==> src/rtl/hamming_pkg.sv <==
// Shared constants, FSM state type and position helpers
// for the serial extended-Hamming receive controller.
package hamming_pkg;

  localparam int BLK_LOG2 = 4;
  localparam int BLK_LEN  = 1 << BLK_LOG2;
  localparam int DATA_W   = BLK_LEN - BLK_LOG2 - 1;

  typedef enum logic [1:0] {
    RECV,
    CHECK,
    OUT
  } state_e;

  // True for check-bit positions 1, 2, 4, 8, ...
  function automatic logic is_pow2(input int p);
    return (p != 0) && ((p & (p - 1)) == 0);
  endfunction

  // Data-word bit index for a non-check, non-zero position.
  function automatic logic [BLK_LOG2-1:0] data_index(input int pos);
    logic [BLK_LOG2-1:0] idx;
    idx = '0;
    for (int i = 1; i < BLK_LEN; i++)
      if (i < pos && !is_pow2(i))
        idx += BLK_LOG2'(1);
    return idx;
  endfunction

endpackage

==> src/rtl/hamming_syndrome_acc.sv <==
// Serial syndrome and overall-parity accumulator:
// XORs the address of every accepted one-bit into the syndrome.
module hamming_syndrome_acc
  import hamming_pkg::*;
(
  input  logic                clk,
  input  logic                rst,
  input  logic                bit_i,
  input  logic [BLK_LOG2-1:0] addr_i,
  input  logic                en_i,
  input  logic                clr_i,
  output logic [BLK_LOG2-1:0] syndrome_o,
  output logic                parity_o
);

  logic [BLK_LOG2-1:0] syn_q;
  logic                par_q;

  // Clear wins over accumulation; zero bits leave both untouched.
  always_ff @(posedge clk or posedge rst) begin
    if (rst) begin
      syn_q <= '0;
      par_q <= 1'b0;
    end else if (clr_i) begin
      syn_q <= '0;
      par_q <= 1'b0;
    end else if (en_i && bit_i) begin
      syn_q <= syn_q ^ addr_i;
      par_q <= ~par_q;
    end
  end

  assign syndrome_o = syn_q;
  assign parity_o   = par_q;

endmodule

==> src/rtl/hamming_rx_ctrl.sv <==
// Receive controller: serial code bits in, corrected data word out.
// Define HAMMING_ERR_CNT_EN to add saturating single/double error counters.
module hamming_rx_ctrl
  import hamming_pkg::*;
(
  input  logic                clk,
  input  logic                rst,
  input  logic                sin,
  input  logic                sin_valid,
  output logic                sin_ready,
  input  logic                abort,
  output logic [DATA_W-1:0]   dout,
  output logic                dout_valid,
  input  logic                dout_ready,
  output logic                err_single,
  output logic                err_double,
  output logic [BLK_LOG2-1:0] err_pos,
`ifdef HAMMING_ERR_CNT_EN
  output logic [15:0]         cnt_single,
  output logic [15:0]         cnt_double,
`endif
  output logic                busy
);

  state_e              state_q;
  logic [BLK_LOG2-1:0] a_q;
  logic [DATA_W-1:0]   data_q;
  logic [DATA_W-1:0]   dout_q, dout_d;
  logic                dv_q;
  logic                es_q, es_d;
  logic                ed_q, ed_d;
  logic [BLK_LOG2-1:0] ep_q, ep_d;
  logic [BLK_LOG2-1:0] syn;
  logic                par;
  logic                accept;
  logic                take;

  assign sin_ready = (state_q == RECV);
  assign accept    = sin_ready && sin_valid && !abort;
  assign take      = (state_q == OUT) && dout_ready && !abort;

  hamming_syndrome_acc u_acc (
    .clk        (clk),
    .rst        (rst),
    .bit_i      (sin),
    .addr_i     (a_q),
    .en_i       (accept),
    .clr_i      (abort || take),
    .syndrome_o (syn),
    .parity_o   (par)
  );

  // Classify the finished block and correct a flipped data bit.
  always_comb begin
    dout_d = data_q;
    es_d   = 1'b0;
    ed_d   = 1'b0;
    ep_d   = '0;
    if (par) begin
      es_d = 1'b1;
      ep_d = syn;
      if (syn != '0 && !is_pow2(int'(syn)))
        dout_d[data_index(int'(syn))] = ~data_q[data_index(int'(syn))];
    end else if (syn != '0) begin
      ed_d = 1'b1;
    end
  end

  // Main FSM with registered word and flag outputs.
  always_ff @(posedge clk or posedge rst) begin
    if (rst) begin
      state_q <= RECV;
      a_q     <= '0;
      data_q  <= '0;
      dout_q  <= '0;
      dv_q    <= 1'b0;
      es_q    <= 1'b0;
      ed_q    <= 1'b0;
      ep_q    <= '0;
    end else if (abort) begin
      state_q <= RECV;
      a_q     <= '0;
      dv_q    <= 1'b0;
      es_q    <= 1'b0;
      ed_q    <= 1'b0;
      ep_q    <= '0;
    end else begin
      unique case (state_q)
        RECV: begin
          if (sin_valid) begin
            if (a_q != '0 && !is_pow2(int'(a_q)))
              data_q[data_index(int'(a_q))] <= sin;
            a_q <= a_q + BLK_LOG2'(1);
            if (&a_q)
              state_q <= CHECK;
          end
        end
        CHECK: begin
          dout_q  <= dout_d;
          es_q    <= es_d;
          ed_q    <= ed_d;
          ep_q    <= ep_d;
          dv_q    <= 1'b1;
          state_q <= OUT;
        end
        OUT: begin
          if (dout_ready) begin
            dv_q    <= 1'b0;
            es_q    <= 1'b0;
            ed_q    <= 1'b0;
            ep_q    <= '0;
            state_q <= RECV;
          end
        end
        default: state_q <= RECV;
      endcase
    end
  end

`ifdef HAMMING_ERR_CNT_EN
  logic [15:0] cs_q;
  logic [15:0] cd_q;

  // Count delivered words by flag, saturating at all-ones.
  always_ff @(posedge clk or posedge rst) begin
    if (rst) begin
      cs_q <= '0;
      cd_q <= '0;
    end else if (take) begin
      if (es_q && cs_q != 16'hFFFF)
        cs_q <= cs_q + 16'd1;
      if (ed_q && cd_q != 16'hFFFF)
        cd_q <= cd_q + 16'd1;
    end
  end

  assign cnt_single = cs_q;
  assign cnt_double = cd_q;
`endif

  assign dout       = dout_q;
  assign dout_valid = dv_q;
  assign err_single = es_q;
  assign err_double = ed_q;
  assign err_pos    = ep_q;
  assign busy       = (state_q != RECV) || (a_q != '0);

endmodule

==> config.mk <==
export PLATFORM = sky130hd
export DESIGN_NAME = hamming_rx_ctrl
export DESIGN_NICKNAME = d
export VERILOG_FILES = /design/src/rtl/hamming_pkg.sv /design/src/rtl/hamming_syndrome_acc.sv /design/src/rtl/hamming_rx_ctrl.sv
export SDC_FILE = /design/constraint.sdc
export NUM_CORES = 1
export LEC_CHECK = 0
export CORE_MARGIN = 2
export CORE_UTILIZATION = 63
export CTS_CLUSTER_DIAMETER = 40
export CTS_CLUSTER_SIZE = 40
export DETAILED_ROUTE_END_ITERATION = 8
export GPL_TIMING_DRIVEN = 0
export HOLD_SLACK_MARGIN = 0.12
export PLACE_DENSITY = 0.93
export SLEW_MARGIN = 20
export SYNTH_ARGS = -nofsm -noshare
export SYNTH_HDL_FRONTEND = slang
export SYNTH_SLANG_ARGS = --single-unit
==> constraint.sdc <==
create_clock -name clk -period 12.9 [get_ports clk]
set_input_delay 3.225 -clock clk [delete_from_list [all_inputs] [get_ports clk]]
set_output_delay 3.225 -clock clk [all_outputs]
set_load 0.1 [all_outputs]
==> results.md, run 1 <==
* Leak Pwr at approximately 1.6 nW
* Buffers on Ports at 24
* Bufs and invs on worst path at 1
* CP max stage cell: dfrtp_1
* Skew-Pair Late Insertion Delay at approximately 0.3 ns
* CP top delay family: adder cells
* Starting DRT DRC Count at 290
* Primary FF master, synth: dfrtp_1
* Startpoint Class: register
* Final Cycle Share at just over 50%
* R2R Setup Slk at roughly 6.3 ns
* Synthesized area at 3150 um2
* Rows at 25
* Filler cell count at approximately 350
* CP Class: register to register
* Number of synthesized flops with an enable pin at 0
* WL final at just over 8 mm
* Routed via count at ~3100
* CTS clk-pin slew, worst paths at 0.09 ns
* Final setup margin at ~6.3 ns
* VDD IR-drop max at roughly 0.056 mV
* Worst Hold Class: register to register
* Overall power at about 0.29 mW
* Avg Cell Area, Syn at slightly above 8 um2
* Max Fclk at ~0.15 GHz
* Die W at approximately 75 um
* CTS root buf: clkbuf_8
* Critical path endpoint category: register
* Final hold viol count at 0
* Initial antenna violation count at 0
* Fin crit period at 6.64 ns
* Pin slew with the least headroom to its limit at between 0.9 and 1 ns
* Signal arrival time at the worst endpoint at 6.82 ns
* Status: completed
* PwrDens at 79.1 nW/um2
* Placement Cell Area at 3490 um2
* Maximum net fanout on the critical path at 10
* Largest net degree at the start of global routing at 35
* Critical Path RT at between 10 and 15 ns
* Fraction of layout cells with a size suffix above 1 at 9.09%
* DRC violations left at 0
* CTS tree: done
* CTS Buf Count at 5
* DR WL/cell at around 17 um
* Gate Count Post-Synth at approximately 390
* Total grt overflow at 0
* Pre-CTS setup slack at around 6.4 ns
* Clk sink count at 40
* Post-route ant nets at 0
* Post-CTS Setup Inserts at 0
* Die area at approximately 5600 um2
* First-pass GRT wire length at around 14 mm
* Num ports at 26
* Post-synthesis async set-or-reset flop share at 100%
* # diodes at 0
* Synthesized net count at 406
* Initial core utilization at roughly 66%
* Final Max Slew Viols at 0
* Yosys warns at 0
* HPWL after DPL at between 5 and 6 mm
* Final setup fails at 0
* RSZ-0062 raised after global routing: false
* Max-cap violations at 0
* Critical Path Most Common Cell: ha_1
* Design Area, Final at 3610 um2
* Rel. slew slack at 34.0%
* Worst path max stage delay at between 0.5 and 0.6 ns
* Sequential area share after synthesis at around a third
* Hold_buf cts at 0
* Pre-antenna DRT Iters at 5
* Die Height at around 75 um
* Resize count post-CTS at 0
* WHS at 0.484 ns
* Global-route usage over all layers at between 30 and 40%
* Vias in the first global route at 2973
* Final-stage net count at roughly 440
* H-tree Lvls at 2
* #FFs+latches synth at 40
* P&R area growth vs syn at 14.6%
* Setup TNS at 0 ns
* Via-per-instance ratio at about 6.4
* Core area at approximately 4800 um2
* GP Congestion at approximately 1
* CTS Buffer Depth at 2
* Final setup skew at between 0.01 and 0.015 ns
* Post-synth cell types at 65
==> where the power goes <==
group / internal [mW] / leakage [nW] / switching, mW
clock network: 0.0584 / 0.0583 / 0.0512
registers: 0.128 / 0.534 / 0.00236
logic: 0.0123 / 1.02 / 0.0331
total: 0.199 / 1.61 / 0.0867
==> cells by family after synthesis <==
logic type,count (synthesis),synth area share [%]
multiplexers,18,6.40
buffers and inverters,37,5.24
XOR/XNOR,21,6.08
AO/OA/AOI/OAI,94,20.7
flip-flops,40,31.8
AND/OR/NAND/NOR,159,23.5
adder cells (fa/ha/maj),16,6.28
==> tightest hold or removal path, cell delays in order, from the launching register on <==
cell	delay, ns
dfrtp_1	0.35
nand2_1	0.05
o31ai_1	0.05
==> cell usage after synthesis, types with 6 or more instances <==
cell	number	area share (%)
o21a_1	6	1.4
buf_2	6	0.95
a21oi_1	16	2.5
ha_1	15	6.0
mux2i_1	7	2.2
clkbuf_1	11	1.3
xnor2_1	15	4.2
nor2_1	44	5.2
o21ai_0	21	3.3
or3_1	6	1.2
nand2_1	62	7.4
inv_1	15	1.8
dfrtp_1	40	32
nor3_1	10	1.6
nor2b_1	6	1.2
nand3_1	8	1.3
==> worst paths after layout <==
check | start | end | cells after the start
max | a_q[1] | data_q[5] | 26
min | dout[6] | dout[6] | 2
max reg2reg | a_q[1] | data_q[5] | 26
min reg2reg | dout[6] | dout[6] | 2
max in group asynchronous | rst | err_pos[3] | 3
min in group asynchronous | rst | state_q[1] | 2
==> registers in the layout (all words and copies together) (netlist names) <==
name              cells
a_q                   4
data_q               11
dout                 11
dout_valid            1
err_double            1
err_pos               4
err_single            1
state_q               2
u_acc.parity_o        1
u_acc.syndrome_o      4
==> layout by cell type, fill, tap and decap left out, drive strengths merged, types with 3 or more instances in the layout <==
| master | count |
|---|---|
| o21ai | 26 |
| a31oi | 3 |
| and2 | 5 |
| a21oi | 17 |
| nor3 | 11 |
| a211oi | 3 |
| xor2 | 5 |
| mux2i | 7 |
| clkbuf | 16 |
| nor2b | 6 |
| dfrtp | 40 |
| or2 | 4 |
| mux2 | 11 |
| clkdlybuf4s50 | 24 |
| o21a | 6 |
| buf | 11 |
| inv | 16 |
| nor2 | 44 |
| a21boi | 3 |
| nand2 | 62 |
| a32o | 5 |
| ha | 15 |
| xnor2 | 16 |
| or3 | 6 |
| o211ai | 5 |
| a22o | 5 |
| nand3 | 8 |
| nand2b | 3 |
==> through the flow <==
| stage | cells | util (%) |
|---|---|---|
| floorplan | 385 | - |
| global placement | 476 | 72.6 |
| detailed placement | 477 | 73.0 |
| CTS | 485 | 75.4 |
| global route | 485 | 75.4 |
| finish | 485 | 75.4 |
==> routing by layer <==
layer  routed length [um]  global-route usage [%]  share of wire, %  vias up
met4                  233                    14.9               2.8        0
met1                 3280                    40.8                40     1482
met3                  581                    5.35               7.0       24
met5                    0                       0                 0        -
li1                     -                       -                 -     1420
met2                 4170                    54.0                50      161
==> layout make-up <==
cell class	instances	area [um2]	area share [%]
Multi-Input combinational cell	308	1980	54.9
Clock inverter	3	47.5	1.32
Inverter	16	60.1	1.66
Clock buffer	5	68.8	1.91
Tap cell	67	83.8	2.32
Sequential cell	40	1000	27.7
Timing Repair Buffer	25	260	7.21
Buffer	21	105	2.91
No activity file was read; power rests on OpenSTA's default activity.
==> run 2, diff against run 1 <==
Settings changed: CORE_UTILIZATION 63 to 53, PLACE_DENSITY 0.93 to 0.84.
Clock period 12.9 ns to 5.8 ns, I/O delays scaled along.
==> run 2 against run 1 <==
Hold slack improved by 0.0051 ns. Critical path depth rose by 4. Clock skew is 0.0052 ns lower. Non-clock buffer count grew 26. Fmax increased by 16%. Highest routed layer unchanged. Global-route usage is 7.7 points lower. Register-to-register slack worse by 6.2 ns. Sequential share of layout area is 3.5 points lower. Via count grew 4.2%. Critical endpoint is now dout[7].
==> results.md, run 2 (synthesis gave the netlist of run 1 again) <==
* Status: completed (unchanged)
* Setup TNS at 0 ns (unchanged)
* Clk network pwr share at 36.9% (was 38.4%)
* Skew-Pair Late Insertion Delay at 0.30 ns (about the same)
* Initial antenna violation count at 0 (unchanged)
* PwrDens at 157 nW/um2 (was 79.1 nW/um2)
* Sequential cell area at 1000 um2 (about the same)
* Critical Path Most Common Cell: nand2_1 (was ha_1)
* Comb power frac at 18.3% (was 15.9%)
* CTS Buffer Depth at 2 (unchanged)
* P&R area growth vs syn at 31.2% (was 14.6%)
* CP max stage cell: dfrtp_1 (unchanged)
* DRC violations left at 0 (unchanged)
* Rows at 28 (was 25)
* HPWL after DPL at 5.59 mm (was 5.90 mm)
* Via-per-instance ratio at 6.20 (was 6.36)
* Signal arrival time at the worst endpoint at 5.91 ns (was 6.82 ns)
* Num ports at 26 (unchanged)
* Commonest non-fill, non-tap cell in the layout: nand2_1 (unchanged)
* Worst Hold Class: register to register (unchanged)
* Max Fclk at 0.175 GHz (was 0.151 GHz)
* Sw Share at 30.1% (was 30.4%)
* Placement Cell Area at 3510 um2 (was 3490 um2)
* CTS clk-pin slew, worst paths at 0.08 ns (was 0.09 ns)
* Critical path endpoint category: register (unchanged)
* CP top delay family: adder cells (unchanged)
* Overall power at 0.647 mW (was 0.285 mW)
* Design Area, Final at 4130 um2 (was 3610 um2)
* CP Class: register to register (unchanged)
* Bufs and invs on worst path at 4 (was 1)
* Die area at 6570 um2 (was 5580 um2)
* Pre-antenna DRT Iters at 5 (unchanged)
* H-tree Lvls at 2 (unchanged)
* Clk sink count at 40 (unchanged)
* Total grt overflow at 0 (unchanged)
* Leak Pwr at 1.75 nW (was 1.61 nW)
* Worst path max stage delay at 0.40 ns (was 0.51 ns)
* Routed via count at 3217 (was 3087)
* Final hold viol count at 0 (unchanged)
* Final Cycle Share at 98.8% (was 51.5%)
* Pin slew with the least headroom to its limit at 0.976 ns (was 0.987 ns)
* Hold_buf cts at 0 (unchanged)
* DR WL/cell at 17.1 um (about the same)
* First-pass GRT wire length at 12.8 mm (was 13.8 mm)
* Die W at 81.1 um (was 74.7 um)
* CTS root buf: clkbuf_8 (unchanged)
* Buffers on Ports at 24 (unchanged)
* Fraction of layout cells with a size suffix above 1 at 22.7% (was 9.09%)
* Reg power frac at 44.7% (was 45.7%)
* VDD IR-drop max at 0.0994 mV (was 0.0563 mV)
* Initial core utilization at 54.2% (was 65.8%)
* Final setup fails at 0 (unchanged)
* Final Max Slew Viols at 0 (unchanged)
* Net switching power at 0.195 mW (was 0.0867 mW)
* Core area at 5820 um2 (was 4790 um2)
* Critical Path RT at 5.98 ns (was 13.08 ns)
* Final core occ at 71.0% (was 75.4%)
* GP Congestion at 0.925 (was 1.02)
* # diodes at 0 (unchanged)
* CTS tree: done (unchanged)
* WL final at 8.90 mm (was 8.27 mm)
* Commonest non-fill, non-tap cells in the layout: 61 x nand2_1, 40 x nor2_1, 39 x dfrtp_1, 28 x buf_4, 24 x clkdlybuf4s50_1 (was 62 x nand2_1, 44 x nor2_1, 40 x dfrtp_1, 24 x clkdlybuf4s50_1, 21 x o21ai_0)
* Fin crit period at 5.73 ns (was 6.64 ns)
* Post-route ant nets at 0 (unchanged)
* Maximum net fanout on the critical path at 10 (unchanged)
* Global-route usage over all layers at 24.6% (was 32.2%)
* Startpoint Class: register (unchanged)
* Final-stage net count at 464 (was 438)
* Largest net degree at the start of global routing at 25 (was 35)
* Area of the multi-input gates at 2240 um2 (was 1980 um2)
* Rel. slew slack at 34.7% (was 34.0%)
* Final setup skew at 0.00592 ns (was 0.0112 ns)
* Filler cell count at 409 (was 347)
* Vias in the first global route at 2847 (was 2973)
* CTS Buf Count at 5 (unchanged)
* Die Height at 81.1 um (was 74.7 um)
* Max-cap violations at 0 (unchanged)
* Starting DRT DRC Count at 299 (was 290)
* Int Pwr at 0.453 mW (was 0.199 mW)
[run 2: changes by cell type in the layout (fill, tap and decap cells not counted), sizes merged]
cell,change
buf,+25
clkinv,-2
clkbuf,+1
clkinvlp,+2
[run 2: layout make-up]
cell class,count,share of cell area [%]
multi-input combinational,308,54.2
sequential,40,24.3
timing repair buffer,51,11.2
buffer,21,3.69
tap,75,2.27
clock buffer,5,1.67
inverter,16,1.54
clock inverter,3,1.12
[run 2: worst paths after layout]
| check | to | from | cells past startpoint | slack [ns] |
|---|---|---|---|---|
| setup / recovery | dout[7] | u_acc.syndrome_o[1] | 30 | 0.07 |
| max in group asynchronous | a_q[1] | rst | 3 | 3.87 |
| min in group asynchronous | u_acc.parity_o | rst | 2 | 1.46 |
| hold reg to reg | err_double | err_double | 2 | 0.49 |
| hold / removal | err_double | err_double | 2 | 0.49 |
| setup reg to reg | dout[7] | u_acc.syndrome_o[1] | 30 | 0.07 |
[run 2: tightest hold or removal path: stages, from the launching register on]
cell	delay (ns)
dfrtp_1	0.35
nand2_1	0.04
o21ai_0	0.06
[run 2: per-layer routing]
| layer | vias up | global-route usage [%] | wire, um |
|---|---|---|---|
| met4 | 0 | 11.2 | 355 |
| met1 | 1542 | 31.2 | 3560 |
| met2 | 167 | 42.1 | 4510 |
| met3 | 37 | 2.56 | 469 |
| met5 | - | 0 | 0 |
| li1 | 1471 | - | - |
[run 2: stage by stage]
stage / worst slack [ns] / cells / hold WS, ns
after floorplan: 0.0495 / 385 / 0.476
after detailed placement: -0.670 / 485 / 0.475
after CTS: 0.000286 / 497 / 0.494
after global routing: -0.184 / 519 / 0.521
after global placement: -0.487 / 484 / 0.463
final: 0.0706 / 519 / 0.489
[run 2: timing repair]
item | in CTS | in global routing
pin swaps | 5 | 25
endpoints found under the setup margin | 21 | 22
gates resized for setup | 24 | 42
setup buffers | 4 | 22
gates cloned | 0 | 0
hold endpoints to repair | 0 | 0
[run 2: power by group through the flow]
stage	Clock, mW	Sequential [mW]	Combinational [mW]
floorplan	0	0.321	0.0478
global placement	0	0.296	0.0957
detailed placement	0	0.296	0.0991
CTS	0.241	0.289	0.106
global route	0.253	0.290	0.126
finish	0.239	0.290	0.119
==> run 3, diff against run 2 <==
Settings changed: TNS_END_PERCENT set to 20.
==> run 3 against run 2 <==
Non-clock buffer count unchanged. Sequential power about the same. Die area unchanged. Cell count unchanged. Total power increased by 0.46%. Clock-buffer cell count unchanged. Hold slack improved by 0.0012 ns. Final area about the same. Critical path type unchanged.
==> results.md, run 3 (synthesis gave the netlist of run 1 again) <==
* Status: completed (unchanged)
* Final Max Slew Viols at 0 (unchanged)
* Met3 Resource Use GR at 2.56% (unchanged)
* Post-route ant nets at 0 (unchanged)
* Fin crit period at 5.74 ns (was 5.73 ns)
* Commonest non-fill, non-tap cells in the layout: 61 x nand2_1, 40 x nor2_1, 39 x dfrtp_1, 28 x buf_4, 24 x clkdlybuf4s50_1 (unchanged)
* Pre-antenna DRT Iters at 5 (unchanged)
* Largest net degree at the start of global routing at 25 (unchanged)
* H-tree Lvls at 2 (unchanged)
* Num ports at 26 (unchanged)
* CTS root buf: clkbuf_8 (unchanged)
* CP max stage cell: dfrtp_1 (unchanged)
* CTS Buffer Depth at 2 (unchanged)
* GP Congestion at 0.925 (unchanged)
* Worst setup endpoint: dout[6] (was dout[7])
* Routed via count at 3204 (was 3217)
* Met1 Use GR at 31.2% (unchanged)
* VDD IR-drop max at 0.0996 mV (was 0.0994 mV)
* CTS Buf Count at 5 (unchanged)
* Max-cap violations at 0 (unchanged)
* Via-per-instance ratio at 6.17 (was 6.20)
* Fin cells at 519 (unchanged)
* Max Fclk at 0.174 GHz (was 0.175 GHz)
* Placed Cells at 485 (unchanged)
* Die Height at 81.1 um (unchanged)
* Grt peak-use layer: met2 (unchanged)
* Rel. slew slack at 34.7% (about the same)
* Final Cycle Share at 99.0% (was 98.8%)
* Worst Hold Class: register to register (unchanged)
* Reg power frac at 44.5% (was 44.7%)
* Rows at 28 (unchanged)
* Buffers on Ports at 24 (unchanged)
* Fraction of layout cells with a size suffix above 1 at 22.5% (was 22.7%)
* Critical path endpoint category: register (unchanged)
* Commonest non-fill, non-tap cell in the layout: nand2_1 (unchanged)
* Final core occ at 71.0% (about the same)
* Reg2reg path depth at 30 (unchanged)
* Sw Share at 30.4% (was 30.1%)
* Critical Path RT at 5.98 ns (about the same)
* Total grt overflow at 0 (unchanged)
* CTS tree: done (unchanged)
* Initial antenna violation count at 0 (unchanged)
* Net switching power at 0.198 mW (was 0.195 mW)
* Vias in the first global route at 2847 (unchanged)
* Die W at 81.1 um (unchanged)
* Int Pwr at 0.453 mW (about the same)
* Startpoint Class: register (unchanged)
* Grt met2 use at 42.1% (unchanged)
* Maximum net fanout on the critical path at 10 (unchanged)
* Reg2reg start: u_acc.syndrome_o[1] (unchanged)
* PwrDens at 158 nW/um2 (was 157 nW/um2)
* Clk network pwr share at 37.3% (was 36.9%)
* WL final at 8.90 mm (about the same)
* Core area at 5820 um2 (unchanged)
* Clk sink count at 40 (unchanged)
* Critical Path Most Common Cell: nand2_1 (unchanged)
* Signal arrival time at the worst endpoint at 5.92 ns (was 5.91 ns)
* CTS clk-pin slew, worst paths at 0.09 ns (was 0.08 ns)
* Pre-CTS setup slack at -0.670 ns (unchanged)
* Initial core utilization at 54.2% (unchanged)
* Skew-Pair Late Insertion Delay at 0.31 ns (was 0.30 ns)
* Final hold viol count at 0 (unchanged)
* Starting DRT DRC Count at 297 (was 299)
* Crit path from: u_acc.syndrome_o[1] (unchanged)
* Comb power frac at 18.2% (was 18.3%)
* # diodes at 0 (unchanged)
* CP Class: register to register (unchanged)
* Final setup margin at 0.0590 ns (was 0.0706 ns)
* Setup TNS at 0 ns (unchanged)
* Final-stage net count at 464 (unchanged)
* Global-route usage over all layers at 24.6% (unchanged)
* Overall power at 0.650 mW (was 0.647 mW)
* DR WL/cell at 17.1 um (about the same)
* First-pass GRT wire length at 12.8 mm (unchanged)
* Final setup skew at 0.00432 ns (was 0.00592 ns)
* Leak Pwr at 1.75 nW (about the same)
* R2R Setup Slk at 0.06 ns (was 0.07 ns)
* P&R area growth vs syn at 31.1% (was 31.2%)
* DRC violations left at 0 (unchanged)
* Worst path max stage delay at 0.40 ns (about the same)
* Final setup fails at 0 (unchanged)
* RSZ-0062 raised after global routing: true
* HPWL after DPL at 5.59 mm (unchanged)
* Pin slew with the least headroom to its limit at 0.976 ns (about the same)
* Hold Path Depth at 2 (unchanged)
* Die area at 6570 um2 (unchanged)
* R2r endpoint: dout[6] (was dout[7])
## run 3: changes by cell type in the layout (fill, tap and decap cells not counted)
cell	delta
a21oi_1	+1
a21oi_2	-1
## run 3: final cells by class
cell class	instances	area, um2
Sequential cell	40	1000
Multi-Input combinational cell	308	2240
Clock buffer	5	68.8
Fill cell	410	1690
Timing Repair Buffer	51	463
Buffer	21	153
Inverter	16	63.8
Tap cell	75	93.8
Clock inverter	3	46.3
## run 3: worst min-delay path by stage
stage	startpoint	to	slack [ns]
floorplan	data_q[5]	data_q[5]	0.48
global placement	err_double	err_double	0.46
detailed placement	dout[4]	dout[4]	0.48
CTS	dout[5]	dout[5]	0.49
global route	err_double	err_double	0.52
finish	err_double	err_double	0.49
## run 3: power by group through the flow
stage          Sequential, mW  Clock (mW)  Combinational (mW)
2_1_floorplan           0.321           0              0.0478
3_3_place_gp            0.296           0              0.0957
5_1_grt                 0.290       0.253               0.126
4_1_cts                 0.289       0.241               0.106
3_5_place_dp            0.296           0              0.0991
6_report                0.290       0.242               0.118
## run 3: timing repair
item / in CTS / in global routing
setup buffers: 4 / 22
gates resized for setup: 24 / 41
pin swaps: 5 / 25
hold buffers: 0 / 0
endpoints found under the setup margin: 21 / 22
endpoints found under the hold margin: 0 / 0
## run 3: critical path, delay by kind of cell, from the launching register on
family / cells / cell delay (ns)
buf+inv: 4 / 0.62
compound gates: 10 / 1.65
simple gates: 9 / 1.01
flops: 1 / 0.40
fa+ha+maj: 6 / 1.75
mux: 1 / 0.17
## run 3: per-stage QoR
| step | area [um2] | hold slack [ns] |
|---|---|---|
| 3_3_place_gp | 3480 | 0.463 |
| 3_5_place_dp | 3510 | 0.475 |
| 4_1_cts | 3760 | 0.494 |
| 5_1_grt | 4130 | 0.521 |
| 6_report | 4130 | 0.490 |
| 2_1_floorplan | 3150 | 0.476 |
## run 3: metal layers
| metal | vias to the layer above | part of all wire, % |
|---|---|---|
| li1 | 1473 | - |
| met4 | 0 | 2.8 |
| met5 | - | 0 |
| met1 | 1560 | 41 |
| met3 | 21 | 5.4 |
| met2 | 150 | 51 |
